## src/rtl/vram_ctrl.sv

```systemverilog
// vram_ctrl -- sequencer and arbiter for the 80x60 text VRAM (dual-port BRAM).
//
// Port A (write-only) is shared between CPU bus writes and a fill/scroll
// engine; the CPU always wins and the engine simply retries its write slot.
// Port B is the VGA character-fetch port; the scroll engine borrows it only
// while the VGA controller is blanking (vga_rdn = 1).
//
// Optional feature: define VRAM_CTRL_SCROLL_EN to build the SCROLL_UP engine
// and port B stealing. Without it, op 10 completes immediately with no
// writes and port B is permanently the VGA fetch address.
//
// Ports:
//   clk, RSTN                       clock, asynchronous active-low reset
//   cpu_we/cpu_addr/cpu_din         CPU write channel (never stalled)
//   cmd_valid/cmd_op/cmd_row/       engine command (00 CLEAR_ALL, 01 CLEAR_LINE,
//   cmd_char/cmd_ready              10 SCROLL_UP, 11 reserved)
//   busy, done                      engine executing / one-cycle completion pulse
//   vga_rdn, vga_addr               VGA read enable (active low) and address
//   vram_we/vram_addra/vram_dina    VRAM port A
//   vram_addrb/vram_doutb           VRAM port B (one-cycle read latency)
module vram_ctrl #(
   parameter int COLS = 80,
   parameter int ROWS = 60,
   parameter int AW   = 13,
   parameter int DW   = 7
) (
   input  logic          clk,
   input  logic          RSTN,
   input  logic          cpu_we,
   input  logic [AW-1:0] cpu_addr,
   input  logic [DW-1:0] cpu_din,
   input  logic          cmd_valid,
   input  logic [1:0]    cmd_op,
   input  logic [5:0]    cmd_row,
   input  logic [DW-1:0] cmd_char,
   output logic          cmd_ready,
   output logic          busy,
   output logic          done,
   input  logic          vga_rdn,
   input  logic [AW-1:0] vga_addr,
   output logic          vram_we,
   output logic [AW-1:0] vram_addra,
   output logic [DW-1:0] vram_dina,
   output logic [AW-1:0] vram_addrb,
   input  logic [DW-1:0] vram_doutb
);

   localparam logic [AW-1:0] ONE       = AW'(1);
   localparam logic [AW-1:0] COLS_A    = AW'(COLS);
   localparam logic [AW-1:0] LAST_CELL = AW'(COLS*ROWS-1);
`ifdef VRAM_CTRL_SCROLL_EN
   localparam logic [AW-1:0] LAST_ROW_BASE = AW'(COLS*(ROWS-1));
   localparam logic [AW-1:0] COPY_LAST     = AW'(COLS*(ROWS-1)-1);
`endif

   typedef enum logic [2:0] {
      IDLE,
      FILL,
      DONE
`ifdef VRAM_CTRL_SCROLL_EN
      ,
      COPY_RD,
      COPY_WAIT,
      COPY_WR
`endif
   } state_t;

   state_t        state;
   logic [AW-1:0] ptr;
   logic [AW-1:0] last;
   logic [DW-1:0] fill_char;
   logic          row_ok;
   logic [AW-1:0] row_base;
   logic          eng_we;
   logic [AW-1:0] eng_addr;
   logic [DW-1:0] eng_data;
`ifdef VRAM_CTRL_SCROLL_EN
   logic [AW-1:0] dst;
   logic [DW-1:0] cap_data;
`endif

   assign row_ok   = (AW'(cmd_row) < AW'(ROWS));
   assign row_base = AW'(cmd_row) * COLS_A;

   // Control FSM; outputs are registered alongside the state.
   always_ff @(posedge clk or negedge RSTN) begin
      if (!RSTN) begin
         state     <= IDLE;
         cmd_ready <= 1'b1;
         busy      <= 1'b0;
         done      <= 1'b0;
         ptr       <= '0;
         last      <= '0;
`ifdef VRAM_CTRL_SCROLL_EN
         dst       <= '0;
`endif
      end else begin
         done <= 1'b0;
         case (state)
            IDLE: begin
               if (cmd_valid) begin
                  cmd_ready <= 1'b0;
                  busy      <= 1'b1;
                  case (cmd_op)
                     2'b00: begin
                        state <= FILL;
                        ptr   <= '0;
                        last  <= LAST_CELL;
                     end
                     2'b01: begin
                        if (row_ok) begin
                           state <= FILL;
                           ptr   <= row_base;
                           last  <= row_base + COLS_A - ONE;
                        end else begin
                           state <= DONE;
                           done  <= 1'b1;
                        end
                     end
`ifdef VRAM_CTRL_SCROLL_EN
                     2'b10: begin
                        state <= COPY_RD;
                        dst   <= '0;
                     end
`endif
                     default: begin
                        state <= DONE;
                        done  <= 1'b1;
                     end
                  endcase
               end
            end
            FILL: begin
               // A CPU write owns port A this cycle; retry the same cell.
               if (!cpu_we) begin
                  if (ptr == last) begin
                     state <= DONE;
                     done  <= 1'b1;
                  end else begin
                     ptr <= ptr + ONE;
                  end
               end
            end
`ifdef VRAM_CTRL_SCROLL_EN
            COPY_RD: begin
               if (vga_rdn) state <= COPY_WAIT;
            end
            COPY_WAIT: begin
               state <= COPY_WR;
            end
            COPY_WR: begin
               if (!cpu_we) begin
                  if (dst == COPY_LAST) begin
                     // Copy finished; blank the bottom row with the fill char.
                     state <= FILL;
                     ptr   <= LAST_ROW_BASE;
                     last  <= LAST_CELL;
                  end else begin
                     dst   <= dst + ONE;
                     state <= COPY_RD;
                  end
               end
            end
`endif
            DONE: begin
               state     <= IDLE;
               cmd_ready <= 1'b1;
               busy      <= 1'b0;
            end
            default: begin
               state <= IDLE;
            end
         endcase
      end
   end

   // Data registers carry no reset; they are only read after being loaded.
   always_ff @(posedge clk) begin
      if (state == IDLE && cmd_valid) fill_char <= cmd_char;
`ifdef VRAM_CTRL_SCROLL_EN
      // Read issued in COPY_RD returns here regardless of vga_rdn now.
      if (state == COPY_WAIT) cap_data <= vram_doutb;
`endif
   end

   always_comb begin
      eng_we   = 1'b0;
      eng_addr = ptr;
      eng_data = fill_char;
      if (state == FILL) eng_we = 1'b1;
`ifdef VRAM_CTRL_SCROLL_EN
      if (state == COPY_WR) begin
         eng_we   = 1'b1;
         eng_addr = dst;
         eng_data = cap_data;
      end
`endif
   end

   // CPU has unconditional priority on port A.
   assign vram_we    = cpu_we | eng_we;
   assign vram_addra = cpu_we ? cpu_addr : eng_addr;
   assign vram_dina  = cpu_we ? cpu_din  : eng_data;

`ifdef VRAM_CTRL_SCROLL_EN
   assign vram_addrb = (state == COPY_RD && vga_rdn) ? dst + COLS_A : vga_addr;
`else
   logic unused_inputs;
   assign unused_inputs = ^{vga_rdn, vram_doutb};
   assign vram_addrb    = vga_addr;
`endif

endmodule

```

## config.mk

```make
export PLATFORM = sky130hd
export DESIGN_NAME = vram_ctrl
export DESIGN_NICKNAME = d
export VERILOG_FILES = /design/src/rtl/vram_ctrl.sv
export SDC_FILE = /design/constraint.sdc
export NUM_CORES = 1
export LEC_CHECK = 0
export ABC_AREA = 1
export BUFFER_PORTS_ARGS = -buffer_cell sky130_fd_sc_hd__buf_2
export CORE_MARGIN = 2
export CORE_UTILIZATION = 54
export DETAILED_ROUTE_END_ITERATION = 10
export HOLD_SLACK_MARGIN = 0.12
export PLACE_DENSITY = 0.87
export SYNTH_ARGS = -nofsm -noshare
export SYNTH_HDL_FRONTEND = slang
export SYNTH_SLANG_ARGS = --single-unit
export TNS_END_PERCENT = 5
```

## constraint.sdc

```tcl
create_clock -name clk -period 2.5 [get_ports clk]
set_input_delay 0.25 -clock clk [delete_from_list [all_inputs] [get_ports clk]]
set_output_delay 0.25 -clock clk [all_outputs]
set_load 0.02 [all_outputs]
```

# Word level (Yosys, flattened, before mapping)
# Index checks and enable logic that the tools add are counted.
# classes
muxes	27
magnitude_cmp	1
n_eq_ne	11
add_sub_neg	3
bitwise_logic	1
n_mul	1
reduce_logical	10
# op_table
cell	n
$mux 13	6
$pmux 13 s2	3
$add 13x1->13 const B	1
$add 13x7->13 const B	1
$eq 13x13->1	1
$sub 13x1->13 const B	1
$ne 2x2->1 const B	5
$mul 6x3->9 const B	1
$mux 3	3
$pmux 1 s2	4
$mux 1	7
$mux 7	1
$lt 6x6->1 const B	1
$pmux 3 s2	1
$reduce_and 6->1	1
$reduce_bool 2->1	3
$pmux 2 s2	1
$reduce_and 4->1	1
$eq 3x1->1 const B	1
$eq 3x2->1 const B	1
$logic_not 3->1	1
$ne 3x1->1 const B	1
$ne 3x3->1 const B	1
$reduce_and 3->1	1
other kinds (6)	6
# word_totals
ff_bits	39
inputBits	60
out_inout_bits	37
word_cells	61

# Logic depth before layout (Yosys ltp)
# depth
ltp_word	5
mapped_depth	12
ltp_nobuf	12

# Worst setup path before layout
# OpenSTA, ideal clock, no wires.
# synth_path
kind	input to register
startpoint	input cmd_row[1]
endpoint	register last[12]
path_slack_ps	459
arrival_ps	1922
n_path_buf	0
setup_time_ps	119
path_stages	9
path_cell_list	ha_1 > ha_1 > fa_1 > or2_2 > nand2_1 > nor2_1 > nand3_1 > o21ai_0 > and2_1
# synth_via
elab_chain_len	5
word_cells_on_any_way	8
cone_classes	2 x add/sub; 1 x mul; 1 x order compare; 1 x eq/ne; 2 x mux; 1 x reduce/logical
# synth_rtl
item	line	source
from (decl)	34	input logic [5:0] cmd_row,
$mul 6x3->9	83	assign row_base = AW'(cmd_row) * COLS_A;
$add 13x7->13	114	last <= row_base + COLS_A - ONE;
$sub 13x1->13	114	
$mux 13	111	if (row_ok) begin
$pmux 13 s2	104	case (cmd_op)
to (signal assigned)	114	
to (decl)	70	logic [AW-1:0] last;
# Several ways; a longest one is shown, not always the timed one. The select of a mux whose other input is x is not followed.
# A chain may end at the register's enable or synchronous reset.

# Worst setup path after layout
# Ends and elaborated chain as after synthesis.

==> summary.md <==
| Metric | Value |
|---|---|
| TritonCTS clock tree | done |
| Worst hold margin | 0.130 ns |
| Endpoint kind of the worst setup timing path | register |
| Metal1 wirelength | 2.84 mm |
| RSZ-0062 raised after global routing | false |
| Cell area power density | 615 nW/µm² |
| Number of post-CTS setup repair buffers | 0 |
| Number of nets with antenna violations after detailed routing | 0 |
| Drt total wl | 6.48 mm |
| Ys async rst share | 0.800 |
| Most instantiated library cell after synthesis | nand2_1 |
| Worst endpoint data arrival time | 2.17 ns |
| Initial core utilization | 0.553 |
| Syn Area/Cell | 6.79 µm² |
| Maximum buffer depth of the clock tree | 2 |
| Rel. slew slack | 0.564 |
| Total die area | 5370 µm² |
| Slew Viols, Final | 0 |
| Detailed Place HPWL | 4.91 mm |
| Top Layer Used | met4 |
| Final setup fails | 0 |
| Largest net degree at the start of global routing | 29 |
| Htree depth | 2 |
| Portion of total power attributed to combinational logic | 0.333 |
| Resized cells post-CTS | 0 |
| Via count of the first global-routing pass | 2361 |
| First-pass GRT wire length | 10.6 mm |
| Register share of total power | 0.440 |
| Final hold violation count | 0 |
| IR Drop Worst-Case VDD | 381 µV |
| Switching power | 707 µW |
| Total of buffers placed on input and output ports | 62 |
| Total Power Consumption | 1800 µW |
| Sequential-to-total area share from yosys stat | 0.352 |
| Count of fill cells added during filler insertion | 431 |
| Non-filler instance count after layout | 487 |
| Num CTS Buffers | 5 |
| Cell at the root of the clock tree | clkbuf_8 |
| Commonest cells in the synthesized netlist | nand2_1 (158), nand3_1 (34), inv_1 (30) |
| Wirelength per Cell | 13.3 µm |
| Share of final-layout standard cells stronger than drive strength 1 | 0.201 |
| Placement Rows | 25 |
| Skew-Pair Late Insertion Delay | 0.29 ns |
| Tmin final | 1.99 ns |
| Mapped Area | 2590 µm² |
| Via total after detailed routing | 2616 |
| Placed cell count | 478 |
| Final antenna diode count | 0 |
| Run status | finished, final reports clean |
| Leakage power total | 0.00159 µW |
| Post-synthesis sequential element count | 35 |
| Routability congestion estimate from global placement | 0.905 |
| Final worst clock skew | 0.00728 ns |
| Area Growth Syn to Fin | 13.1% |
| Fmax | 0.501 GHz |
| Period utilisation layout | 0.798 |
| Count of cell types in the netlist | 35 |
| Main synth FF type | dfrtp_1 |
| Yosys Warn Count | 0 |
| CP max FO | 4 |
| Internal portion of total power | 1100 µW |
| Clock sink total | 35 |
| Max cap viols | 0 |
| Leading cell types by total area after synthesis | dfrtp_1 (26%), nand2_1 (23%), edfxtp_1 (8.1%), nand3_1 (6.6%), ha_1 (4.8%) |
| Syn nets | 453 |
| Via density | 5.37 |
| Largest area contributor in the netlist | dfrtp_1 |
| FF-to-FF Start | eng_addr[0] |
| Source of the critical timing path | cmd_row[1] |
| Least-Margin Pin Slew | 0.654 ns |
| Post-detailed-route DRC marker count | 0 |
| DR WL met2 | 3.20 mm |
| EDFF count, synth | 7 |
| Total global-route track usage | 0.255 |
| CP startpoint kind | primary input |
| Initial antenna violation count | 0 |
| Setup TNS | 0 ns |
| Number of primary I/O pins | 97 |
| Die Y | 73.3 µm |
| Worst min-delay path startpoint | cmd_char[5] |
| Number of nets in the layout | 503 |
| Area inside the core boundary | 4690 µm² |
| Remaining global-route overflow | 0 |
| Clock Pin Slew Worst Setup and Hold Paths | 0.08 ns |
| Length of the first detailed-routing pass in iterations | 5 |
| Type of the worst setup path | primary input to register |
| Gate count of the mapped netlist | 382 |
| Width of the chip | 73.3 µm |
| Reg-to-reg slack, setup | 0.77 ns |
| Yosys top cell area share | 0.260 |
| Met3 WL post-DR | 335 µm |
| Fraction of power consumed by the clock network | 0.227 |
| Worst min path class | primary input to register |
| Iteration-0 DRC Markers | 214 |
| Switching part of the total power | 0.392 |
| Critical path required time | 2.68 ns |
| CTS Hold Buffers Added | 1 |
worst max-delay path, stage by stage:
cell and delay, ns:
buf_2 0.12, ha_1 0.30, ha_1 0.25, fa_1 0.46, or2_2 0.30, nand2_1 0.14
nor2_1 0.06, nand3_1 0.10, o21ai_0 0.07, and2_1 0.13
power by group through the flow:
stage          Clock [µW]  Combinational (µW)  Sequential, µW
3_3_place_gp            0                 571             795
3_5_place_dp            0                 594             801
6_report              409                 600             794
5_1_grt               433                 682             806
4_1_cts               412                 599             790
2_1_floorplan           0                 467             765
cells by family (layout without fill, tap and decap cells):
group                    after synthesis  count (layout)  synth area share
AND/OR/NAND/NOR                      241             241             0.401
buffers and inverters                 57             108             0.108
AO/OA/AOI/OAI                         35              35            0.0733
flip-flops                            35              35             0.352
adder cells (fa/ha/maj)               11              11            0.0560
XOR/XNOR                               3               3            0.0101
routing by layer:
layer	vias up	track usage
met5	-	0
met4	0	0.0929
met3	13	0.0412
met2	94	0.418
met1	1193	0.342
li1	1316	-
flip-flops by register name, indices dropped and copies added, names as in the netlist:
signal,cells
eng_data,7
busy,1
cmd_ready,1
done,1
eng_addr,13
last,10
state,2
metrics by stage:
stage | cell area [µm²] | utilization | setup slack, ns
finish | 2930 | 0.625 | 0.506
floorplan | 2590 | - | 0.459
global placement | 2840 | 0.605 | 0.261
CTS | 2930 | 0.625 | 0.516
detailed placement | 2840 | 0.605 | 0.216
global route | 2930 | 0.625 | 0.359
layout make-up:
cell class,instances,area (µm²),area share
Inverter,35,131,0.0448
Clock buffer,6,72.6,0.0247
Multi-Input combinational cell,290,1400,0.478
Clock inverter,2,12.5,0.00427
Sequential cell,35,912,0.311
Timing Repair Buffer,65,335,0.114
Tap cell,54,67.6,0.0230
final timing paths:
check	depth (start not counted)	endpoint
setup / recovery	10	last[12]
hold / removal	1	eng_data[5]
setup reg to reg	9	eng_addr[6]
hold reg to reg	2	last[3]
max in group asynchronous	2	last[9]
min in group asynchronous	2	last[11]
placed cells by master (no fill, tap or decap), drive strengths merged, types with 2 or more instances in the layout:
cell type	n
dfrtp	27
xnor2	3
nand2	160
ha	10
nand3	35
nand3b	3
o22ai	4
buf	64
nand4	7
a21oi	8
nor3b	2
edfxtp	7
nor2	31
inv	34
clkbuf	6
clkinv	2
o21ai	21
Note: power is estimated with default switching activity, not from simulation.
